[src/rtl/door_code_sender.sv]
// Keypad-side transmitter: pulses the lock's reset, shifts a code into it MSB first,
// then reports whether the lock granted, denied, or failed to answer in time.
module door_code_sender #(
    parameter int CODE_LEN     = 4,
    parameter int RESP_TIMEOUT = 8
) (
    input  logic                Clk,
    input  logic                Rst_n,
    input  logic                Start,
    input  logic [CODE_LEN-1:0] Code,
    input  logic                Lock_Out,
    input  logic                Lock_Err,
    output logic                B,
    output logic                Lock_Rst,
    output logic                Busy,
    output logic                Done,
    output logic                Granted,
    output logic                Denied,
    output logic                Timeout
);

    localparam int BW = $clog2(CODE_LEN + 1);
    localparam int TW = $clog2(RESP_TIMEOUT + 1);
    localparam logic [BW-1:0] LAST_BIT = BW'(CODE_LEN);
    localparam logic [TW-1:0] TO_LAST  = TW'(RESP_TIMEOUT - 1);

    typedef enum logic [2:0] {
        IDLE,
        CLR,
        SEND,
        WAIT,
        DONE
    } state_t;

    state_t              state_q;
    logic [CODE_LEN-1:0] shift_q;
    logic [BW-1:0]       bit_cnt_q;
    logic [TW-1:0]       to_cnt_q;
    logic                b_q;
    logic                lock_rst_q;
    logic                busy_q;
    logic                done_q;
    logic                granted_q;
    logic                denied_q;
    logic                timeout_q;

    // Lock_Rst resets high so the lock stays in its initial state while we are held in reset.
    always_ff @(posedge Clk or negedge Rst_n) begin
        if (!Rst_n) begin
            state_q    <= IDLE;
            shift_q    <= '0;
            bit_cnt_q  <= '0;
            to_cnt_q   <= '0;
            b_q        <= 1'b0;
            lock_rst_q <= 1'b1;
            busy_q     <= 1'b0;
            done_q     <= 1'b0;
            granted_q  <= 1'b0;
            denied_q   <= 1'b0;
            timeout_q  <= 1'b0;
        end else begin
            done_q <= 1'b0;
            case (state_q)
                IDLE: begin
                    b_q        <= 1'b0;
                    lock_rst_q <= 1'b0;
                    busy_q     <= 1'b0;
                    if (Start) begin
                        shift_q    <= Code;
                        granted_q  <= 1'b0;
                        denied_q   <= 1'b0;
                        timeout_q  <= 1'b0;
                        lock_rst_q <= 1'b1;
                        busy_q     <= 1'b1;
                        state_q    <= CLR;
                    end
                end
                CLR: begin
                    lock_rst_q <= 1'b0;
                    b_q        <= shift_q[CODE_LEN-1];
                    shift_q    <= shift_q << 1;
                    bit_cnt_q  <= BW'(1);
                    state_q    <= SEND;
                end
                SEND: begin
                    if (bit_cnt_q == LAST_BIT) begin
                        b_q      <= 1'b0;
                        to_cnt_q <= '0;
                        state_q  <= WAIT;
                    end else begin
                        b_q       <= shift_q[CODE_LEN-1];
                        shift_q   <= shift_q << 1;
                        bit_cnt_q <= bit_cnt_q + BW'(1);
                    end
                end
                WAIT: begin
                    to_cnt_q <= to_cnt_q + TW'(1);
                    // Err outranks Out when the lock reports both.
                    if (Lock_Err) begin
                        denied_q <= 1'b1;
                        done_q   <= 1'b1;
                        state_q  <= DONE;
                    end else if (Lock_Out) begin
                        granted_q <= 1'b1;
                        done_q    <= 1'b1;
                        state_q   <= DONE;
                    end else if (to_cnt_q == TO_LAST) begin
                        timeout_q <= 1'b1;
                        done_q    <= 1'b1;
                        state_q   <= DONE;
                    end
                end
                DONE: begin
                    busy_q  <= 1'b0;
                    state_q <= IDLE;
                end
                default: begin
                    state_q <= IDLE;
                end
            endcase
        end
    end

    assign B        = b_q;
    assign Lock_Rst = lock_rst_q;
    assign Busy     = busy_q;
    assign Done     = done_q;
    assign Granted  = granted_q;
    assign Denied   = denied_q;
    assign Timeout  = timeout_q;

endmodule
[config.mk]
export PLATFORM = sky130hd
export DESIGN_NAME = door_code_sender
export DESIGN_NICKNAME = d
export VERILOG_FILES = /design/src/rtl/door_code_sender.sv
export SDC_FILE = /design/constraint.sdc
export NUM_CORES = 1
export LEC_CHECK = 0
export BUFFER_PORTS_ARGS = -buffer_cell sky130_fd_sc_hd__buf_2
export CAP_MARGIN = 20
export CORE_MARGIN = 1
export CORE_UTILIZATION = 55
export CTS_BUF_LIST = sky130_fd_sc_hd__clkbuf_8
export DETAILED_ROUTE_END_ITERATION = 8
export GPL_TIMING_DRIVEN = 0
export HOLD_SLACK_MARGIN = 0.02
export PLACE_DENSITY = 0.87
export SLEW_MARGIN = 30
export SYNTH_ARGS = -nofsm -noshare
export SYNTH_HDL_FRONTEND = slang
export SYNTH_SLANG_ARGS = --single-unit
[constraint.sdc]
create_clock -name Clk -period 2.15 [get_ports Clk]
set_clock_uncertainty 0.05 [all_clocks]
set_input_delay 0.1075 -clock Clk [delete_from_list [all_inputs] [get_ports Clk]]
set_output_delay 0.1075 -clock Clk [all_outputs]
set_load 0.01 [all_outputs]
==> impl_metrics.tcl <==
set metrics [dict create \
    drt_iter0_markers 19 \
    io_pins 16 \
    row_count 15 \
    avgViaCountPerCell 6.05 \
    irDropWorstVdd_uv 1020 \
    synth_top_area_share 0.457 \
    syn_area_sq_um 1100 \
    ys_ff_latch 21 \
    status "finished, final reports clean" \
    async_flop_share 1.00 \
    die_h_um 46.6 \
    cts.clk_slew.worst_paths_ns 0.08 \
    crit_type "flip-flop to flip-flop" \
    yosys.area.top_type "dfrtp_1" \
    rsz0062_at_grt "no" \
    synth-edff-count 0 \
    diodes 0 \
    synth_cells 105 \
    layout_setup_ws_ns 0.287 \
    core_sq_um 1800 \
    yosysWarnings 0 \
    syn_to_final_growth_pct 14.8 \
    ys_top_cells_by_count "20 x dfrtp_1, 9 x nand2_1, 8 x o21ai_0, 6 x a21oi_1, 6 x nor2_1" \
    io_buffers 15 \
    drv_slew 0 \
    grt_pass1_wl_um 3840 \
    cts_tree "yes" \
    grtUsageTotal 0.254 \
    die_w_um 46.6 \
    gp_congestion 0.801 \
    yosysMostFrequentCell "dfrtp_1" \
    htreeDepth 1 \
    synth_top_family_by_area "compound AO/OA/AOI/OAI gates" \
    holdWs_ns 0.0644 \
    root_buffer "clkbuf_8" \
    synth_compound_area_frac 0.208 \
    synthTopCellsByArea "dfrtp_1 46%, mux2_2 5.1%, o21ai_0 3.7%" \
    slew_headroom 0.695 \
    worstSetupEndpointType "flip-flop" \
    grt_pass1_vias 878 \
    maxCapViolCount 0 \
    dr.pass1.iters 4 \
    fin_nets 138 \
    fin_crit_ns 1.86 \
    fmax_mhz 537 \
    grt_max_degree 22 \
    p_leak_nw 0.583 \
    finalHoldViolations 0 \
    yosysUniqueCellTypes 36 \
    worstSetupStartpointType "flip-flop" \
    synthAdderAreaFrac 0.0342 \
    worstPathRequired_ns 2.25 \
    synth_xor_xnor_area_share 0.00799 \
    drc 0 \
    synth_nets 117 \
    p_total_w 0.00200 \
    routed_wl_um 2250 \
    design.die.area_sq_um 2180 \
    initial_core_util 0.608 \
    tightest_slew_ns 0.458 \
    dp_hpwl_um 1580 \
    setup_tns_ns 0 \
    synth.area.mux_share 0.0913 \
    worstSkewPairLatency_ns 0.26 \
    synth_simple_gate_area_share 0.128 \
    synth_ff_type "dfrtp_1" \
    clock-sinks 21 \
    via_count 908 \
    synth_area_per_cell_sq_um 10.4 \
    cts_inserted_buffers 3 \
    antenna_found_initial 0 \
    ys_seq_area_frac 0.481 \
    setup_violations 0 \
    cp.arrival_ns 1.96 \
    timing.final.crit_share 0.867 \
    p_per_area_nw_per_um2 1590 \
    final_layout_size_suffix_gt1_frac 0.256 \
    cts_buffer_depth 2 \
    pre_cts_slack_ns 0.340 \
    cp_max_fo 5 \
    wl_per_cell_um 15.0 \
    min_path_type "primary input to flip-flop" \
    antenna_left 0 \
    grt_overflow 0 \
    post_cts_resized 0 \
]
-- placed cells by master, fill, tap and decap left out, drive strengths merged, types with 3 or more instances in the layout --
master / synthesis / layout
mux2: 8 / 8
nand2: 9 / 9
nor2: 6 / 6
nand3: 3 / 3
a32oi: 3 / 3
clkbuf: 0 / 3
o21ai: 8 / 8
dfrtp: 20 / 20
buf: 6 / 21
a21oi: 6 / 6
inv: 5 / 5
ha: 3 / 3
-- cells by family (layout without fill, tap and decap cells) --
group / after synthesis / in the layout
AOI/OAI and AO/OA: 32 / 32
xor gates and xnor gates: 1 / 1
adders and majority gates: 3 / 3
buffers and inverters: 11 / 31
DFF: 21 / 21
muxes: 9 / 9
and+or+nand+nor: 28 / 28
-- critical path, cell delays in order (launching register included) --
cell and delay [ns]:
dfrtp_1 0.42, inv_1 0.07, ha_1 0.22, a21o_1 0.25, a211oi_4 0.36, mux2_2 0.38
-- metal layers --
metal  global-route usage  up-vias  part of all wire  wire length [um]
li1                     -      419                 -                 -
met1                0.323      454              0.43               980
met2                0.414       29              0.51              1150
met3               0.0314        6             0.041                93
met4                0.143        0             0.013                30
met5                    0        -                 0                 0
-- state kept, by name, indices dropped and copies added, names as in the netlist --
register   cells
B              1
Granted        1
Timeout        1
Busy           1
shift_q        4
Done           1
bit_cnt_q      3
Denied         1
Lock_Rst       1
state_q        3
to_cnt_q       4
-- where the power goes --
| group | switching (W) | leakage [nW] | internal (W) |
|---|---|---|---|
| clock network | 0.000133 | 0.0255 | 0.000129 |
| logic | 0.000535 | 0.301 | 0.000477 |
| registers | 0.000139 | 0.256 | 0.000584 |
| total | 0.000807 | 0.583 | 0.00119 |
-- timing repair --
action | CTS | global route
setup endpoints to repair | 0 | 0
endpoints found under the hold margin | 20 | 0
setup buffers | 0 | 0
hold buffers | 1 | 0
-- area by class of cell --
class	instances	area [sq um]
buffer	6	36.3
sequential	21	527
fill	138	543
timing repair buffer	16	85.1
inverter	5	18.8
multi-input combinational	73	514
tap	25	31.3
clock buffer	3	41.3
clock inverter	1	5.00
-- metrics by stage --
stage | cells | instance area, sq um | util
global route | 150 | 1260 | 0.699
finish | 150 | 1260 | 0.699
CTS | 150 | 1260 | 0.699
detailed placement | 145 | 1200 | 0.667
global placement | 145 | 1200 | 0.667
floorplan | 105 | 1100 | -
-- final timing paths --
| path | endpoint | startpoint | slack (ns) | depth (start not counted) |
|---|---|---|---|---|
| setup reg to reg | shift_q[2] | bit_cnt_q[0] | 0.29 | 5 |
| hold reg to reg | Lock_Rst | Lock_Rst | 0.44 | 2 |
| hold / removal | shift_q[0] | Code[0] | 0.06 | 3 |
| min in group asynchronous | shift_q[0] | Rst_n | 0.28 | 2 |
| setup / recovery | shift_q[2] | bit_cnt_q[0] | 0.29 | 5 |
| max in group asynchronous | Lock_Rst | Rst_n | 1.43 | 2 |
No activity file was read; power rests on OpenSTA's default activity.
